===== src/rtl/serial_add_ctrl.sv =====
// Bit-serial adder sequencer: feeds one operand bit pair per cycle to a shared
// external 1-bit full adder, LSB first, and returns the assembled WIDTH-bit sum.
module serial_add_ctrl #(
  parameter int unsigned WIDTH = 8
) (
  input  logic             clk,
  input  logic             rst,
  input  logic             in_valid,
  output logic             in_ready,
  input  logic [WIDTH-1:0] op_a,
  input  logic [WIDTH-1:0] op_b,
  input  logic             c_init,
  output logic             fa_a,
  output logic             fa_b,
  output logic             fa_c,
  input  logic             fa_sum,
  input  logic             fa_carry,
  output logic             out_valid,
  input  logic             out_ready,
  output logic [WIDTH-1:0] out_sum,
  output logic             out_carry,
  output logic             busy
);

  localparam int unsigned CW = (WIDTH > 1) ? $clog2(WIDTH) : 1;
  localparam logic [CW-1:0] LAST = CW'(WIDTH - 1);

  localparam logic [1:0] IDLE = 2'd0;
  localparam logic [1:0] RUN  = 2'd1;
  localparam logic [1:0] DONE = 2'd2;

  logic [1:0]       state;
  logic [WIDTH-1:0] a_sh;
  logic [WIDTH-1:0] b_sh;
  logic [WIDTH-1:0] sum_sh;
  logic             carry_q;
  logic [CW-1:0]    cnt;

  always_ff @(posedge clk or posedge rst) begin
    if (rst) begin
      state   <= IDLE;
      a_sh    <= '0;
      b_sh    <= '0;
      sum_sh  <= '0;
      carry_q <= 1'b0;
      cnt     <= '0;
    end else begin
      case (state)
        IDLE: begin
          if (in_valid) begin
            a_sh    <= op_a;
            b_sh    <= op_b;
            carry_q <= c_init;
            sum_sh  <= '0;
            cnt     <= '0;
            state   <= RUN;
          end
        end
        RUN: begin
          // Sum bits enter at the MSB so bit 0 lands at position 0 after WIDTH shifts
          sum_sh  <= {fa_sum, sum_sh[WIDTH-1:1]};
          carry_q <= fa_carry;
          a_sh    <= a_sh >> 1;
          b_sh    <= b_sh >> 1;
          if (cnt == LAST) begin
            state <= DONE;
          end else begin
            cnt <= cnt + 1'b1;
          end
        end
        DONE: begin
          if (out_ready) begin
            state <= IDLE;
          end
        end
        default: state <= IDLE;
      endcase
    end
  end

  always_comb begin
    in_ready  = (state == IDLE) && !rst;
    busy      = (state == RUN) || (state == DONE);
    out_valid = (state == DONE);
    fa_a      = 1'b0;
    fa_b      = 1'b0;
    fa_c      = 1'b0;
    out_sum   = '0;
    out_carry = 1'b0;
    if (state == RUN) begin
      fa_a = a_sh[0];
      fa_b = b_sh[0];
      fa_c = carry_q;
    end
    if (state == DONE) begin
      out_sum   = sum_sh;
      out_carry = carry_q;
    end
  end

endmodule


===== config.mk =====
export PLATFORM = sky130hd
export DESIGN_NAME = serial_add_ctrl
export DESIGN_NICKNAME = d
export VERILOG_FILES = /design/src/rtl/serial_add_ctrl.sv
export SDC_FILE = /design/constraint.sdc
export NUM_CORES = 1
export LEC_CHECK = 0
export CAP_MARGIN = 0
export CELL_PAD_IN_SITES_DETAIL_PLACEMENT = 0
export CELL_PAD_IN_SITES_GLOBAL_PLACEMENT = 1
export CORE_MARGIN = 2
export CORE_UTILIZATION = 41
export DETAILED_ROUTE_END_ITERATION = 6
export PLACE_DENSITY = 0.94
export SYNTH_ARGS = -nofsm -noshare
export SYNTH_HDL_FRONTEND = slang
export SYNTH_SLANG_ARGS = --single-unit
export TNS_END_PERCENT = 100

===== constraint.sdc =====
create_clock -name clk -period 3 [get_ports clk]
set_clock_uncertainty 0.05 [all_clocks]
set_input_delay 0.6 -clock clk [delete_from_list [all_inputs] [get_ports clk]]
set_output_delay 0.6 -clock clk [all_outputs]
set_load 0.005 [all_outputs]

# After elaboration in Yosys (flattened, before gate mapping)
# Cells that the tools add are included.
# Widths: inputs -> output; s select.
[totals]
out_inout_bits = 15
latch_bits = 0
in_bits = 23
romBits = 0
reg_bits = 30
mem_bits_rw = 0
elab_cells = 42
memories = 0
[op_classes]
eq_ne = 7
div_mod_pow = 0
n_shift = 0
n_reduce_logical = 8
n_addsub = 1
order_cmp = 0
mul = 0
muxes = 20
bitwise_logic = 0
[op_table]
columns = ["cell", "n"]
rows = [
  ["$pmux 8 s2", 3],
  ["$mux 8", 4],
  ["$mux 2", 3],
  ["$mux 3", 2],
  ["$ne 2x2->1 const B", 3],
  ["$pmux 2 s3", 1],
  ["$pmux 3 s2", 1],
  ["$reduce_and 3->1", 2],
  ["$mux 1", 5],
  ["$add 3x1->3 const B", 1],
  ["$eq 3x3->1 const B", 1],
  ["$eq 2x1->1 const B", 1],
  ["$eq 2x2->1 const B", 1],
  ["$logic_not 2->1", 1],
  ["$ne 2x1->1 const B", 1],
  ["$pmux 1 s2", 1],
  ["$reduce_and 2->1", 1],
  ["$reduce_bool 2->1", 1],
  ["$logic_and 1x1->1", 1],
  ["$logic_not 1->1", 1],
  ["$logic_or 1x1->1", 1],
]

# Depth between registers and ports, before layout
[depth]
depth_word = 3
mapped_depth = 7
ltp_nobuf = 5

# Worst setup path before layout
# OpenSTA, ideal clock, no wires.
[synth_path]
path_kind = "reg-to-output"
start = "register state[1]"
end = "output fa_a"
arrival_time_ns = 1.125
n_path_buf = 2
required_ns = 2.350
path_slack_ns = 1.225
path_stages_with_launch = 6
cell_sequence = "dfrtp_1 -> inv_1 -> ha_1 -> buf_4 -> buf_2 -> and2_1"
[synth_between]
elab_chain_cells = 2
[synth_rtl]
columns = ["item", "line_no", "text"]
rows = [
  ["from (decl)", "32", "logic [1:0] state;"],
  ["from (signal assigned)", "41", "state <= IDLE;"],
  ["from (signal assigned)", "56", "state <= RUN;"],
  ["from (signal assigned)", "66", "state <= DONE;"],
  ["$eq 2x1->1", "90", "if (state == RUN) begin"],
  ["$mux 1", "90", ""],
  ["to (decl)", "13", "output logic fa_a,"],
]
# No other way between the ends.

# Worst setup path after layout
[layout_path]
start = "register state[1]"
end = "output fa_c"
[layout_between]
elab_chain_cells = 2
[layout_rtl]
columns = ["item", "line_no", "text"]
rows = [
  ["$eq 2x1->1", "90", ""],
  ["$mux 1", "90", ""],
  ["to (decl)", "15", "output logic fa_c,"],
]
# No other way between the ends.

==> results.cfg <==
[clocking]
h-tree-depth = 2
clk_pin_slew_worst_paths_ns = 0.06
cts_root_buf = clkbuf_8
hold_buffers = 0
cts-resized-gates = 0
clock_sinks = 30
cts_inserted_buffers = 5
cts_setup_buffers = 0
clkLatencyLatePin_ns = 0.28
clock_path_buffers = 2
cts_tree = done

[cells_and_area]
nFillCells = 317
area_growth_syn_to_layout_pct = 31.10
multi_input_area_um2 = 709.4
diodes = 0
drive_above_1_share_pct = 8.840
regArea_um2 = 750.7
nNetsFinal = 210

[detailed_routing]
drt_iter0_drc = 34
dr.pass1.iters = 3
drt-total-wl_um = 3101
dr_total_vias = 1135
wire_per_inst_um = 13.54
ant_nets = 0
drc = 0
via_per_inst = 4.956

[timing]
final_max_slew_viol_count = 0
fin_tns_setup_ns = 0
worst_slew_pin_slew_ns = 0.7317
setup_viol = 0
rsz0062_at_grt = no
final_hold_viol_count = 0
fin_crit_sh_pct = 86.21
maxSlewHeadroom_pct = 50.18
fmax_mhz = 386.7
fin_ws_ns = 0.4138
fin_crit_ns = 2.586

[setup_path]
r2r_end = a_sh[3]$_DFFE_PP0P_
r2r-start = state[0]$_DFFE_PP0P_
r2r_setup_slack_ns = 0.88
worstSetupPathType = reg2out
cp.required_ns = 2.35
cp-start-kind = flop
arrival_ns = 1.94
reg2reg_depth = 5
path_max_fanout = 9
end_kind = output pin

[placed_design]
hpwl_um = 2208
dp_slack_ns = 0.6794
io_buffers = 37
routabilityCongestion = 0.7354

[floorplan]
die_area_um2 = 4286
dieWidth_um = 65.47
rows = 22
coreArea_um2 = 3633
die_h_um = 65.47
start_util_pct = 42.63
io_pins = 38

[logic_synthesis]
netlist_area_um2 = 1549
yosysWarnings = 0
ys_ff_latch = 30
ys_async_sr_fraction_pct = 100.0
netlist.area_leader.share_pct = 48.47
synth_flop_cell = dfrtp_1
yosysSeqAreaShare_pct = 48.47
syn_area_per_cell_um2 = 11.06
synth_nets = 170
synth_area_leaders = dfrtp_1 48%, mux2i_1 9.7%, a22o_1 6.2%
synthCells = 140
ys_types = 21
synth_top_area_cell = dfrtp_1
synth_edf_count = 0

[worst_hold_path]
hold_class = reg2reg
hold_path_end = b_sh[0]$_DFFE_PP0P_
hold_path.startpoint = b_sh[0]$_DFFE_PP0P_
hold_depth = 2

[power]
cellPowerDensity_nw_per_um2 = 934.8
peakVddDrop_mv = 0.4627
p_leak_nw = 0.9072
p_comb_share_pct = 45.6
p_sw_w = 0.0006892
p_int_w = 0.001209
seqPwrFrac_pct = 36.8
power_frac_clock_pct = 17.5
netSwitchingFraction_pct = 36.31

[grt]
grt.total_usage_pct = 16.84
overflow = 0
antenna_found_initial = 0
grt_pass1_vias = 1228
grt_max_degree = 31
grt_pass1_wl_um = 5368

[job]
maxCapViolCount = 0

[outcome]
status = finished clean
[logic make-up after synthesis]
logic type               share of synthesized area (%)
adder cells (fa/ha/maj)                          5.654
multiplexers                                     12.60
AND/OR/NAND/NOR                                  13.17
buffers and inverters                            5.735
AO/OA/AOI/OAI                                    14.38
flip-flops                                       48.47
[worst max path at each step]
| stage | startpoint | end | slack, ns | cells after the start |
|---|---|---|---|---|
| 2_1_floorplan | state[1]$_DFFE_PP0P_ | fa_a | 1.23 | 5 |
| 5_1_grt | state[0]$_DFFE_PP0P_ | out_sum[3] | 0.26 | 4 |
| 3_3_place_gp | rst | in_ready | 0.72 | 3 |
| 6_report | state[1]$_DFFE_PP0P_ | fa_c | 0.41 | 4 |
| 4_1_cts | state[1]$_DFFE_PP0P_ | fa_c | 0.39 | 4 |
| 3_5_place_dp | in_valid | a_sh[2]$_DFFE_PP0P_ | 0.68 | 4 |
[metal layers]
layer	vias to the layer above	wire length, um	share of wire, %	GRT usage, %
met5	-	0	0	0
met4	0	87	2.8	9.896
met3	10	163	5.3	4.966
met2	27	1518	49	30.10
met1	542	1331	43	17.29
li1	556	-	-	-
[cell type report]
class	instances	share of cell area [%]
flip-flops and latches	30	36.97
multi-input cells	97	34.94
clock buffers	7	4.251
well taps	48	2.957
inverters	5	0.9242
repair buffers	41	19.72
clock inverters	1	0.2465
[synthesized netlist by cell type, types with 2 or more instances]
cell type and n:
dfrtp_1 30, mux2i_1 15, nor2b_1 2, inv_1 4
ha_1 7, nand2b_1 4, a22o_1 11, buf_6 4
and2_1 12, o21ai_1 4, buf_2 2, o21ai_0 16
mux2_1 2, nand2_1 20
[sequential cells by signal, summed over array words and instances (netlist names)]
name	cells
b_sh	8
sum_sh	8
carry_q	1
a_sh	8
cnt	3
state	2
[power by group through the flow]
stage	logic, W	registers (W)	clock network, W
after floorplan	0.000693	0.000670	0
after global placement	0.000839	0.000691	0
after detailed placement	0.000884	0.000703	0
after CTS	0.000884	0.000699	0.000344
after global routing	0.000973	0.000721	0.000362
final	0.000866	0.000699	0.000333
[metrics by stage]
step | util [%] | hold WS, ns | cell area, um^2 | total power (W) | std cells
after floorplan | - | 0.3913 | 1549 | 0.001363 | 140
after global placement | 53.37 | 0.4047 | 1939 | 0.001530 | 221
after detailed placement | 53.37 | 0.4220 | 1939 | 0.001588 | 221
after CTS | 55.89 | 0.4357 | 2031 | 0.001927 | 229
after global routing | 55.89 | 0.4648 | 2031 | 0.002056 | 229
final | 55.89 | 0.4303 | 2031 | 0.001898 | 229
[worst max-delay path, stage by stage, from the launching register on]
cell	delay, ns
dfrtp_1	0.39
inv_1	0.12
ha_1	0.45
and2_1	0.20
clkdlybuf4s50_1	0.49
[cells in the final DEF, fill, tap and decap left out]
cell / Yosys / routed
or2_2: 1 / 1
clkbuf_8: 0 / 6
nand2_1: 20 / 20
ha_1: 7 / 7
a221oi_4: 1 / 1
o21ai_0: 16 / 16
nor2b_1: 2 / 2
inv_2: 1 / 1
clkdlybuf4s50_1: 0 / 37
and2_1: 12 / 12
o21ai_1: 4 / 4
mux2_1: 2 / 2
inv_1: 4 / 4
a22o_1: 11 / 11
mux2i_1: 15 / 15
mux2i_4: 1 / 1
dfrtp_1: 30 / 30
clkinv_2: 0 / 1
and2b_4: 1 / 1
nand2b_1: 4 / 4
clkbuf_1: 0 / 1
buf_4: 1 / 4
Note: power is estimated with default switching activity, not from simulation.
